File: config.mk
export PLATFORM = sky130hd
export DESIGN_NAME = ccff_chain_loader_flat
export DESIGN_NICKNAME = d
export VERILOG_FILES = /design/src/rtl/ccff_chain_loader_if.sv /design/src/rtl/ccff_chain_loader.sv /design/src/flat_wrapper.sv
export SDC_FILE = /design/constraint.sdc
export NUM_CORES = 1
export LEC_CHECK = 0
export CELL_PAD_IN_SITES_DETAIL_PLACEMENT = 1
export CELL_PAD_IN_SITES_GLOBAL_PLACEMENT = 2
export CORE_MARGIN = 3
export CORE_UTILIZATION = 30
export DETAILED_ROUTE_END_ITERATION = 8
export DONT_BUFFER_PORTS = 1
export GPL_TIMING_DRIVEN = 0
export PLACE_DENSITY_LB_ADDON = 0.12
export SYNTH_ARGS = -nofsm -noshare
export SYNTH_HDL_FRONTEND = slang
export SYNTH_SLANG_ARGS = --single-unit
File: constraint.sdc
create_clock -name prog_clk -period 2.3 [get_ports prog_clk]
set_input_delay 0.115 -clock prog_clk [delete_from_list [all_inputs] [get_ports prog_clk]]
set_output_delay 0.115 -clock prog_clk [all_outputs]
set_load 0.01 [all_outputs]
File: src/rtl/ccff_chain_loader_if.sv
// Host-side bitstream port of the ccff chain loader: one word per valid/ready handshake.
interface ccff_chain_loader_if #(
  parameter int WORD_W = 8
);
  logic [WORD_W-1:0] cfg_data;
  logic              cfg_valid;
  logic              cfg_ready;

  modport master (output cfg_data, output cfg_valid, input cfg_ready);
  modport slave  (input cfg_data, input cfg_valid, output cfg_ready);
endinterface

File: src/rtl/ccff_chain_loader.sv
// Serialises host words MSB-first into a routing tile's ccff chain, CHAIN_LEN bits per pass,
// with an optional second pass that compares the returning ccff_tail stream to the re-sent bits.
module ccff_chain_loader #(
  parameter int WORD_W    = 8,
  parameter int CHAIN_LEN = 36,
  parameter int CNT_W     = 16
) (
  input  logic               prog_clk,
  input  logic               pReset_n,
  input  logic               start,
  input  logic               verify,
  ccff_chain_loader_if.slave cfg,
  output logic               ccff_head,
  output logic               config_enable,
  input  logic               ccff_tail,
  output logic               busy,
  output logic               done,
  output logic               err
);
  localparam int               WBITS_W     = $clog2(WORD_W + 1);
  localparam logic [CNT_W-1:0] CHAIN_LEN_C = CNT_W'(CHAIN_LEN);
  localparam logic [CNT_W-1:0] WORD_W_C    = CNT_W'(WORD_W);

  typedef enum logic [1:0] {IDLE, FETCH, SHIFT, DONE} state_e;

  state_e             state_q, state_d;
  logic [1:0]         pass_q, pass_d;
  logic [1:0]         pass_max_q, pass_max_d;
  logic [CNT_W-1:0]   bitcnt_q, bitcnt_d;
  logic [WBITS_W-1:0] wbits_q, wbits_d;
  logic [WORD_W-1:0]  sreg_q, sreg_d;
  logic               head_q, head_d;
  logic               en_q, en_d;
  logic               chk_q, chk_d;
  logic               busy_q, busy_d;
  logic               err_q, err_d;
  logic [CNT_W-1:0]   remaining;

  always_ff @(posedge prog_clk or negedge pReset_n) begin
    if (!pReset_n) begin
      state_q    <= IDLE;
      pass_q     <= '0;
      pass_max_q <= '0;
      bitcnt_q   <= '0;
      wbits_q    <= '0;
      sreg_q     <= '0;
      head_q     <= 1'b0;
      en_q       <= 1'b0;
      chk_q      <= 1'b0;
      busy_q     <= 1'b0;
      err_q      <= 1'b0;
    end else begin
      state_q    <= state_d;
      pass_q     <= pass_d;
      pass_max_q <= pass_max_d;
      bitcnt_q   <= bitcnt_d;
      wbits_q    <= wbits_d;
      sreg_q     <= sreg_d;
      head_q     <= head_d;
      en_q       <= en_d;
      chk_q      <= chk_d;
      busy_q     <= busy_d;
      err_q      <= err_d;
    end
  end

  // chk_q tags the bit currently on ccff_head as a verify-pass bit, so the
  // compare stays aligned with the registered head rather than with pass_q.
  always_comb begin
    state_d    = state_q;
    pass_d     = pass_q;
    pass_max_d = pass_max_q;
    bitcnt_d   = bitcnt_q;
    wbits_d    = wbits_q;
    sreg_d     = sreg_q;
    head_d     = head_q;
    en_d       = 1'b0;
    chk_d      = 1'b0;
    busy_d     = busy_q;
    err_d      = err_q | (chk_q & (ccff_tail != head_q));
    remaining  = CHAIN_LEN_C - bitcnt_q;

    case (state_q)
      IDLE: begin
        if (start) begin
          state_d    = FETCH;
          pass_max_d = verify ? 2'd2 : 2'd1;
          pass_d     = 2'd1;
          bitcnt_d   = '0;
          err_d      = 1'b0;
          busy_d     = 1'b1;
        end
      end
      FETCH: begin
        if (cfg.cfg_valid) begin
          sreg_d  = cfg.cfg_data;
          wbits_d = (remaining >= WORD_W_C) ? WBITS_W'(WORD_W) : WBITS_W'(remaining);
          state_d = SHIFT;
        end
      end
      SHIFT: begin
        head_d   = sreg_q[WORD_W-1];
        en_d     = 1'b1;
        chk_d    = (pass_q == 2'd2);
        sreg_d   = {sreg_q[WORD_W-2:0], 1'b0};
        bitcnt_d = bitcnt_q + CNT_W'(1);
        wbits_d  = wbits_q - WBITS_W'(1);
        if (wbits_q == WBITS_W'(1)) begin
          if (bitcnt_d == CHAIN_LEN_C) begin
            if (pass_q == pass_max_q) begin
              state_d = DONE;
            end else begin
              pass_d   = pass_q + 2'd1;
              bitcnt_d = '0;
              state_d  = FETCH;
            end
          end else begin
            state_d = FETCH;
          end
        end
      end
      DONE: begin
        busy_d  = 1'b0;
        state_d = IDLE;
      end
      default: state_d = IDLE;
    endcase
  end

  assign cfg.cfg_ready  = (state_q == FETCH);
  assign done           = (state_q == DONE);
  assign ccff_head      = head_q;
  assign config_enable  = en_q;
  assign busy           = busy_q;
  assign err            = err_q;
endmodule

File: src/flat_wrapper.sv
// flat-port wrapper written by rule: the top's interface ports become plain ports
module ccff_chain_loader_flat 
#(
  parameter int WORD_W    = 8,
  parameter int CHAIN_LEN = 36,
  parameter int CNT_W     = 16
)
  (prog_clk, pReset_n, start, verify, ccff_head, config_enable, ccff_tail, busy, done, err, cfg_cfg_data, cfg_cfg_valid, cfg_cfg_ready);
  ccff_chain_loader_if #(.WORD_W(WORD_W)) cfg_i ();
  input  logic prog_clk;
  input  logic pReset_n;
  input  logic start;
  input  logic verify;
  output logic ccff_head;
  output logic config_enable;
  input  logic ccff_tail;
  output logic busy;
  output logic done;
  output logic err;
  input wire logic [$bits(cfg_i.cfg_data)-1:0] cfg_cfg_data;
  input wire logic [$bits(cfg_i.cfg_valid)-1:0] cfg_cfg_valid;
  output wire logic [$bits(cfg_i.cfg_ready)-1:0] cfg_cfg_ready;
  assign cfg_i.cfg_data = cfg_cfg_data;
  assign cfg_i.cfg_valid = cfg_cfg_valid;
  assign cfg_cfg_ready = cfg_i.cfg_ready;
  ccff_chain_loader #(.WORD_W(WORD_W), .CHAIN_LEN(CHAIN_LEN), .CNT_W(CNT_W)) u_core (.prog_clk(prog_clk), .pReset_n(pReset_n), .start(start), .verify(verify), .cfg(cfg_i), .ccff_head(ccff_head), .config_enable(config_enable), .ccff_tail(ccff_tail), .busy(busy), .done(done), .err(err));
endmodule
# After elaboration in Yosys (flattened, before gate mapping)
# Cells that the tools add are included.
# W data, S select, Z words.
dict set report totals {
  word_cells 68
  out_inout_bits 6
  reg_bits 39
}
dict set report op_classes {
  muxes 27
  n_lt_le_gt_ge 1
  n_reduce_logical 10
  n_addsub 4
  n_eq_ne 13
  n_bitwise 2
}
# op count
set op_table {}
lappend op_table {{$mux W16} 4}
lappend op_table {{$pmux W16 S2} 1}
lappend op_table {{$mux W2} 9}
lappend op_table {{$add A16 B1 Y16 const B} 1}
lappend op_table {{$eq A16 B6 Y1 const B} 1}
lappend op_table {{$ge A16 B4 Y1 const B} 1}
lappend op_table {{$pmux W8 S2} 1}
lappend op_table {{$sub A6 B16 Y16 const A} 1}
lappend op_table {{$mux W4} 2}
lappend op_table {{$mux W8} 1}
lappend op_table {{$pmux W2 S4} 1}
lappend op_table {{$pmux W4 S2} 1}
lappend op_table {{$reduce_and A2 Y1} 4}
lappend op_table {{$eq A2 B2 Y1 const B} 3}
lappend op_table {{$ne A2 B2 Y1 const B} 3}
lappend op_table {{$reduce_bool A2 Y1} 3}
lappend op_table {{$mux W1} 5}
lappend op_table {{$reduce_and A5 Y1} 1}
lappend op_table {{$eq A4 B1 Y1 const B} 1}
lappend op_table {{$ne A2 B1 Y1 const B} 2}
lappend op_table {{$pmux W2 S2} 1}
lappend op_table {{$sub A4 B1 Y4 const B} 1}
lappend op_table {{$reduce_and A3 Y1} 1}
lappend op_table {{$add A2 B1 Y2 const B} 1}
lappend op_table {{7 further kinds} 7}

# Logic depth before layout (Yosys ltp)
# Gate-level depths: netlist of run 1.
dict set report logic_depth {
  depth_word 5
  mapped_depth 10
  depth_no_buf 9
}

# Worst setup path before layout of run 1
# Ideal clock, no wire load.
dict set report synth_timing {
  path_kind {reg-to-reg}
  from {register u_core.bitcnt_q[0]}
  to {register u_core.wbits_q[2]}
  setup_time_ps 78
  arrival_time_ps 2305
  n_path_buf 1
  path_slack_ps -82
  path_stages_with_launch 11
  synth_period_minus_slack_ps 2382
  path_cell_list {dfrtp_1 > buf_2 > inv_1 > ha_1 > nor2b_1 > o31ai_1 > mux2i_1 > o22ai_1 > nor4_2 > o311ai_1 > o21ai_1}
}
dict set report synth_between {
  elab_chain_len 5
}
# element line_no
set synth_lines {}
lappend synth_lines {{from (decl)} ccff_chain_loader.sv:29} ;# logic [CNT_W-1:0] bitcnt_q, bitcnt_d;
lappend synth_lines {{from (signal assigned)} ccff_chain_loader.sv:56} ;# bitcnt_q <= bitcnt_d;
lappend synth_lines {{$sub A6 B16 Y16 (*)} ccff_chain_loader.sv:81} ;# remaining = CHAIN_LEN_C - bitcnt_q;
lappend synth_lines {{$ge A16 B4 Y1} ccff_chain_loader.sv:97} ;# wbits_d = (remaining >= WORD_W_C) ? WBITS_W'(WORD_W) : WBITS_W'(remaining);
lappend synth_lines {{$mux W4 (*)} ccff_chain_loader.sv:97}
lappend synth_lines {{$mux W4 (*)} ccff_chain_loader.sv:95} ;# if (cfg.cfg_valid) begin
lappend synth_lines {{$pmux W4 S2 (*)} ccff_chain_loader.sv:83} ;# case (state_q)
lappend synth_lines {{to (signal assigned)} ccff_chain_loader.sv:57} ;# wbits_q <= wbits_d;
lappend synth_lines {{to (decl)} ccff_chain_loader.sv:30} ;# logic [WBITS_W-1:0] wbits_q, wbits_d;
# Mark *: on every way between the ends. The rest lies on a longest branch, timed or not. The select of a mux whose other input is x is not followed.
# A chain may end at the register's enable or synchronous reset.

# Final worst setup path of run 1
dict set report layout_timing {
  from {register u_core.bitcnt_q[0]}
  to {register u_core.pass_q[0]}
}
dict set report layout_between {
  elab_chain_len 4
}
# element line_no
set layout_lines {}
lappend layout_lines {{$add A16 B1 Y16} ccff_chain_loader.sv:106} ;# bitcnt_d = bitcnt_q + CNT_W'(1);
lappend layout_lines {{$eq A16 B6 Y1} ccff_chain_loader.sv:109} ;# if (bitcnt_d == CHAIN_LEN_C) begin
lappend layout_lines {{$ne A2 B1 Y1 (no source line)} --}
lappend layout_lines {{$reduce_and A5 Y1 (no source line)} --}
lappend layout_lines {{to (signal assigned)} ccff_chain_loader.sv:54} ;# pass_q <= pass_d;
lappend layout_lines {{to (decl)} ccff_chain_loader.sv:27} ;# logic [1:0] pass_q, pass_d;
# No other way between the ends.

==> flow_metrics.env, run 1 <==
export IMPL_synth_compound_area_share_pct=18.01
export IMPL_internal_power_mw=1.841
export IMPL_n_fill_cell=932
export IMPL_cap_violations=0
export IMPL_relSlewSlack_pct=47.17
export IMPL_drt_pass1_iterations=4
export IMPL_synth_area_per_cell_um2=8.472
export IMPL_p_seq_share_pct=33.5
export IMPL_wl_mm=8.209
export IMPL_hpwl_mm=5.216
export IMPL_cp_num_buf_inv=2
export IMPL_drive_above_1_share_pct=28.02
export IMPL_cp_slowest_cell="dfrtp_1"
export IMPL_ant_nets=0
export IMPL_synth_top_family_by_area="simple AND/OR/NAND/NOR gates"
export IMPL_fin_crit_sh_pct=103.7
export IMPL_power_switching_mw=1.323
export IMPL_p_sw_share_pct=41.82
export IMPL_nets=359
export IMPL_die_area_mm2=0.009642
export IMPL_synthCells=301
export IMPL_final_hold_viol_count=0
export IMPL_ctsRootBufferMaster="clkbuf_8"
export IMPL_track_usage_pct=17.61
export IMPL_synth_area_leaders="dfrtp_1 38%, nand2_1 5.9%, o21ai_0 5.7%"
export IMPL_clkPwrFrac_pct=19.9
export IMPL_synth_top_cell_area_share_pct=38.27
export IMPL_antenna_found_initial=0
export IMPL_syn_nets=322
export IMPL_preCtsSetupSlack_ps=-485.8
export IMPL_n_antenna_cell=0
export IMPL_violations="negative setup slack"
export IMPL_power_mw=3.164
export IMPL_critPathMaxStageDelay_ps=370
export IMPL_worstReg2RegStart="u_core.bitcnt_q[0]"
export IMPL_via_per_inst=5.410
export IMPL_worstHoldStart="cfg_cfg_data[7]"
export IMPL_numPortBuffers=0
export IMPL_grt_ovfl_total=0
export IMPL_crit_top_cell="buf_4"
export IMPL_dieWidth_um=98.20
export IMPL_grt_pass1_vias=2575
export IMPL_startpoint_type="flop"
export IMPL_worstHoldPathType="input port to flop"
export IMPL_crit_required_ps=2490
export IMPL_wire_per_inst_um=18.61
export IMPL_rows=32
export IMPL_cts_made_buffers=5
export IMPL_skew_ps=9.395
export IMPL_async_reset_ff_share_pct=100.0
export IMPL_r2r_setup_slack_ps=-90
export IMPL_critPathCaptureType="flop"
export IMPL_worstMarginPinSlew_ps=789.5
export IMPL_final_setup_worst_slack_ps=-85.50
export IMPL_p_per_area_mw_per_mm2=962.7
export IMPL_worstSetupStartpoint="u_core.bitcnt_q[0]"
export IMPL_holdWs_ps=19.23
export IMPL_clk_latency_ps=300
export IMPL_p_comb_share_pct=46.6
export IMPL_p_leak_nw=1.405
export IMPL_worstSetupPathType="flop to flop"
export IMPL_synth_mux_area_share_pct=5.201
export IMPL_rsz0062_at_grt="true"
export IMPL_synth_area_mm2=0.002550
export IMPL_first_iter_violations=73
export IMPL_fp_coreArea_mm2=0.007968
export IMPL_ir_drop_uv=420.2
export IMPL_synth_top_area_cell="dfrtp_1"
export IMPL_ys_warn_count=0
export IMPL_setup_viol=13
export IMPL_h_tree_depth=2
export IMPL_route_detailed_drc=0
export IMPL_start_util_pct=32.00
export IMPL_grt_max_degree=40
export IMPL_syn_to_final_growth_pct=28.90
export IMPL_synth_xor_area_share_pct=4.809
export IMPL_synth_ff_type="dfrtp_1"
export IMPL_place_gp_congestion=0.7752
export IMPL_synth_distinct_cells=52
export IMPL_stdcell_count=441
export IMPL_cts_tree="built"
export IMPL_synthAdderAreaFrac_pct=3.435
export IMPL_ios=20
export IMPL_yosysSeqAreaShare_pct=38.27
export IMPL_clk_path_buf_depth=2
export IMPL_place_inst=403
export IMPL_synth_simple_area_share_pct=24.44
export IMPL_maxSlewViolCount=0
export IMPL_die_h_um=98.20
export IMPL_clk_pin_slew_ps=90
export IMPL_status="complete, but fails checks"
export IMPL_vias=2386
export IMPL_clock_fmax_ghz=0.4192
export IMPL_cpLargestDelayFamily="simple AND/OR/NAND/NOR gates"
export IMPL_cts_sinks=39
export IMPL_postSynthRegisterBits=39
export IMPL_fin_crit_ps=2386
export IMPL_grt_pass1_wl_mm=13.62
export IMPL_cp_cell_sequence="buf_4, buf_4, ha_2, nor4bb_4, nand3_1, o22a_1, a2111oi_4, and2_4, nand3_2, mux2_4"
export IMPL_post_route_util_pct=41.25
export IMPL_synth_edf_count=0
export IMPL_arrival_ps=2570
export IMPL_path_max_fanout=3
layout by cell type (no fill, tap or decap), drive strengths merged, types with 6 or more instances in the layout:
cell    synthesis  layout
dfrtp          39      39
buf            10      38
clkbuf         10      16
inv            14      14
nand3          14      14
o21ai          30      30
nor2           23      23
ha              7       7
mux2i          11      11
nand2          40      40
a31oi           7       7
nor4            6       6
nor2b           6       6
xor2           11      11
nor3            9       9
a21oi          16      16
power groups by stage:
stage / combinational [mW] / sequential, mW / clock (mW)
after global placement: 1.13 / 1.06 / 0
after detailed placement: 1.16 / 1.06 / 0
final: 1.47 / 1.06 / 0.629
after global routing: 1.66 / 1.09 / 0.681
after floorplan: 0.859 / 1.01 / 0
after CTS: 1.46 / 1.06 / 0.648
stage by stage:
stage          setup TNS, ps  instance area [um^2]
2_1_floorplan              0                  2555
4_1_cts               -434.3                  3213
3_5_place_dp           -6568                  2683
6_report              -577.8                  3287
3_3_place_gp           -6029                  2683
5_1_grt                -2426                  3287
per-layer routing:
metal | wire, um | part of all wire [%] | up-vias | global-route usage (%)
met5 | 0 | 0 | - | 0
met4 | 141 | 1.7 | 0 | 4.622
met3 | 247 | 3.0 | 10 | 3.000
met2 | 4069 | 50 | 39 | 29.79
met1 | 3750 | 46 | 1209 | 23.33
li1 | - | - | 1128 | -
flip-flops by register name, indices dropped and copies added (netlist names):
| register | cells |
|---|---|
| u_core.state_q | 2 |
| u_core.chk_q | 1 |
| u_core.pass_max_q | 2 |
| u_core.config_enable | 1 |
| u_core.wbits_q | 4 |
| u_core.sreg_q | 8 |
| u_core.ccff_head | 1 |
| u_core.err | 1 |
| u_core.pass_q | 2 |
| u_core.busy | 1 |
| u_core.bitcnt_q | 16 |
logic make-up after synthesis:
logic type / Yosys count
and+or+nand+nor: 120
AOI/OAI and AO/OA: 74
DFF: 39
buffers and inverters: 34
xor gates and xnor gates: 14
muxes: 13
adders and majority gates: 7
Yosys cell counts (2+ instances only):
cell / n
and2_1: 4
ha_1: 7
mux2i_1: 11
nor3_1: 9
nand4_1: 4
nand2_1: 40
nand2b_1: 2
dfrtp_1: 39
o22ai_1: 3
nand3_1: 12
o21ai_0: 29
a211o_1: 2
or3_1: 3
clkbuf_1: 10
nor2_1: 23
a31oi_1: 6
o31ai_1: 2
mux2_2: 2
xnor2_1: 3
nor4_2: 2
a21oi_1: 16
nor4_1: 3
nor2b_1: 6
nand3b_1: 2
inv_1: 14
or2_2: 3
o211ai_1: 2
buf_2: 8
xor2_1: 11
layout make-up:
| cell class | count | area, um^2 | area share, % |
|---|---|---|---|
| multi-input cells | 228 | 1617 | 49.18 |
| flip-flops and latches | 39 | 980.9 | 29.84 |
| plain buffers | 18 | 116.4 | 3.540 |
| inverters | 14 | 55.05 | 1.675 |
| clock inverters | 2 | 35.03 | 1.066 |
| repair buffers | 32 | 272.8 | 8.298 |
| clock buffers | 6 | 82.58 | 2.512 |
| well taps | 102 | 127.6 | 3.883 |
final timing paths:
check	cells after the start	to
min in group asynchronous	2	u_core.busy
worst min-delay path	2	u_core.sreg_q[7]
worst max register to register	10	u_core.pass_q[0]
worst max-delay path	10	u_core.pass_q[0]
worst min register to register	2	u_core.ccff_head
max in group asynchronous	2	u_core.bitcnt_q[3]
timing repair:
| item | in CTS | in global routing |
|---|---|---|
| hold buffers | 3 | 0 |
| endpoints found under the setup margin | 23 | 24 |
| pin swaps | 18 | 5 |
| gates resized for setup | 52 | 11 |
| buffers inserted | 22 | 6 |
| endpoints found under the hold margin | 41 | 0 |
| gates cloned | 1 | 0 |
No activity file was read; power rests on OpenSTA's default activity.
==> run 2: changes to the inputs <==
RECOVER_POWER = 50   (was unset)
==> run 2 against run 1 <==
Against the previous run: the flow still finishes with violations (negative setup slack); sequential power barely moved; register-to-register slack barely moved; largest cell class unchanged; hold slack improved by 2.8 ps; via count rose by 0.25%.
==> flow_metrics.env, run 2 (same netlist as run 1, synthesis figures left out) <==
export IMPL_rows=32
export IMPL_clkPwrFrac_pct=19.8
export IMPL_via_per_inst=5.424
export IMPL_cts_sinks=39
export IMPL_tns_ps=-630.7
export IMPL_worstSetupPathType="flop to flop"
export IMPL_layout_commonest_cell="nand2_1"
export IMPL_p_sw_share_pct=41.89
export IMPL_final_cell_mix="39 x nand2_1, 35 x dfrtp_1, 27 x buf_4, 25 x o21ai_0, 22 x nor2_1"
export IMPL_maxSlewViolCount=0
export IMPL_ctsRootBufferMaster="clkbuf_8"
export IMPL_startpoint_type="flop"
export IMPL_drt_pass1_iterations=5
export IMPL_vias=2392
export IMPL_grt_ovfl_total=0
export IMPL_final_setup_worst_slack_ps=-96.78
export IMPL_path_max_fanout=4
export IMPL_p_leak_nw=1.400
export IMPL_r2r_setup_slack_ps=-100
export IMPL_drive_above_1_share_pct=28.02
export IMPL_largest_register="u_core.bitcnt_q"
export IMPL_regArea_um2=980.9
export IMPL_critPathCaptureType="flop"
export IMPL_largestRegisters="u_core.bitcnt_q x16, u_core.sreg_q x8, u_core.wbits_q x4"
export IMPL_crit_required_ps=2450
export IMPL_ir_drop_uv=418.1
export IMPL_die_area_mm2=0.009642
export IMPL_placed_cell_area_mm2=0.002683
export IMPL_route_detailed_drc=0
export IMPL_p_per_area_mw_per_mm2=966.8
export IMPL_syn_to_final_growth_pct=28.31
export IMPL_clk_path_buf_depth=2
export IMPL_dieWidth_um=98.20
export IMPL_relSlewSlack_pct=30.52
export IMPL_nets=359
export IMPL_dr_wl_met3_um=244
export IMPL_p_seq_share_pct=33.6
export IMPL_die_h_um=98.20
export IMPL_wl_mm=8.198
export IMPL_p_comb_share_pct=46.6
export IMPL_internal_power_mw=1.838
export IMPL_hpwl_mm=5.216
export IMPL_rsz0062_at_grt="true"
export IMPL_skew_ps=7.696
export IMPL_cts_tree="built"
export IMPL_clk_pin_slew_ps=90
export IMPL_n_fill_cell=933
export IMPL_n_antenna_cell=0
export IMPL_met2_length_mm=4.094
export IMPL_ant_nets=0
export IMPL_start_util_pct=32.00
export IMPL_ios=20
export IMPL_first_iter_violations=70
export IMPL_worstMarginPinSlew_ps=1042
export IMPL_grt_pass1_wl_mm=13.62
export IMPL_final_hold_viol_count=0
export IMPL_h_tree_depth=2
export IMPL_cts_made_buffers=5
export IMPL_cap_violations=0
export IMPL_grt_pass1_vias=2575
export IMPL_fin_crit_sh_pct=104.2
export IMPL_worstHoldPathType="input port to flop"
export IMPL_place_gp_congestion=0.7752
export IMPL_antenna_found_initial=0
export IMPL_multi_input_area_mm2=0.001617
export IMPL_arrival_ps=2550
export IMPL_preCtsSetupSlack_ps=-485.8
export IMPL_wl_met1_mm=3.717
export IMPL_fp_coreArea_mm2=0.007968
export IMPL_post_route_util_pct=41.06
export IMPL_status="complete, but fails checks"
export IMPL_grt_max_degree=40
export IMPL_power_switching_mw=1.325
export IMPL_largest_reg_flops=16
export IMPL_holdWs_ps=22.05
export IMPL_track_usage_pct=17.61
export IMPL_final_area_mm2=0.003272
export IMPL_wire_per_inst_um=18.59
export IMPL_clk_latency_ps=300
export IMPL_numPortBuffers=0
export IMPL_clock_fmax_ghz=0.4172
export IMPL_setup_viol=13
export IMPL_violations="negative setup slack"
export IMPL_fin_crit_ps=2397
export IMPL_maxUsedRoutingLayer="met4"
==> run 2: timing repair <==
item,CTS,global route
gates resized for setup,52,11
hold buffers,3,0
pin swaps,18,5
setup endpoints to repair,23,24
gates cloned,1,0
hold endpoints to repair,41,0
buffers inserted,22,6
==> run 2: critical path: stages (launching register included) <==
cell and delay (ps):
dfrtp_1 370, buf_4 130, buf_4 100, ha_2 170
nor4bb_4 210, nand3_1 110, o22a_1 270, a2111oi_4 310
a31oi_4 200, buf_6 190, o21ai_0 90, a31oi_1 100
==> run 2: worst paths after layout <==
kind / from / to / cells past startpoint
min reg2reg: u_core.sreg_q[6] / u_core.sreg_q[7] / 2
max in group asynchronous: pReset_n / u_core.bitcnt_q[8] / 2
min: cfg_cfg_data[7] / u_core.sreg_q[7] / 2
max reg2reg: u_core.bitcnt_q[0] / u_core.bitcnt_q[6] / 11
min in group asynchronous: pReset_n / u_core.busy / 2
max: u_core.bitcnt_q[0] / u_core.bitcnt_q[6] / 11
==> run 2: per-layer routing <==
layer,global-route usage (%),up-vias
met5,0,-
met4,4.622,0
met3,3.000,10
met2,29.79,44
met1,23.33,1212
li1,-,1126
==> run 2: power by group through the flow <==
stage	sequential [mW]	clock [mW]	combinational (mW)
6_report	1.06	0.626	1.48
5_1_grt	1.09	0.681	1.66
4_1_cts	1.06	0.648	1.46
3_5_place_dp	1.06	0	1.16
3_3_place_gp	1.06	0	1.13
2_1_floorplan	1.01	0	0.859
==> run 2: final cells by class <==
| class | count | area share [%] |
|---|---|---|
| plain buffers | 18 | 3.556 |
| clock buffers | 6 | 2.524 |
| clock inverters | 2 | 1.071 |
| inverters | 14 | 1.683 |
| multi-input cells | 228 | 49.41 |
| flip-flops and latches | 39 | 29.98 |
| well taps | 102 | 3.901 |
| repair buffers | 32 | 7.878 |
==> run 2: stage by stage <==
| stage | total power, mW | instances |
|---|---|---|
| final | 3.163 | 441 |
| after global routing | 3.433 | 441 |
| after CTS | 3.170 | 435 |
| after detailed placement | 2.224 | 403 |
| after global placement | 2.191 | 403 |
| after floorplan | 1.873 | 301 |
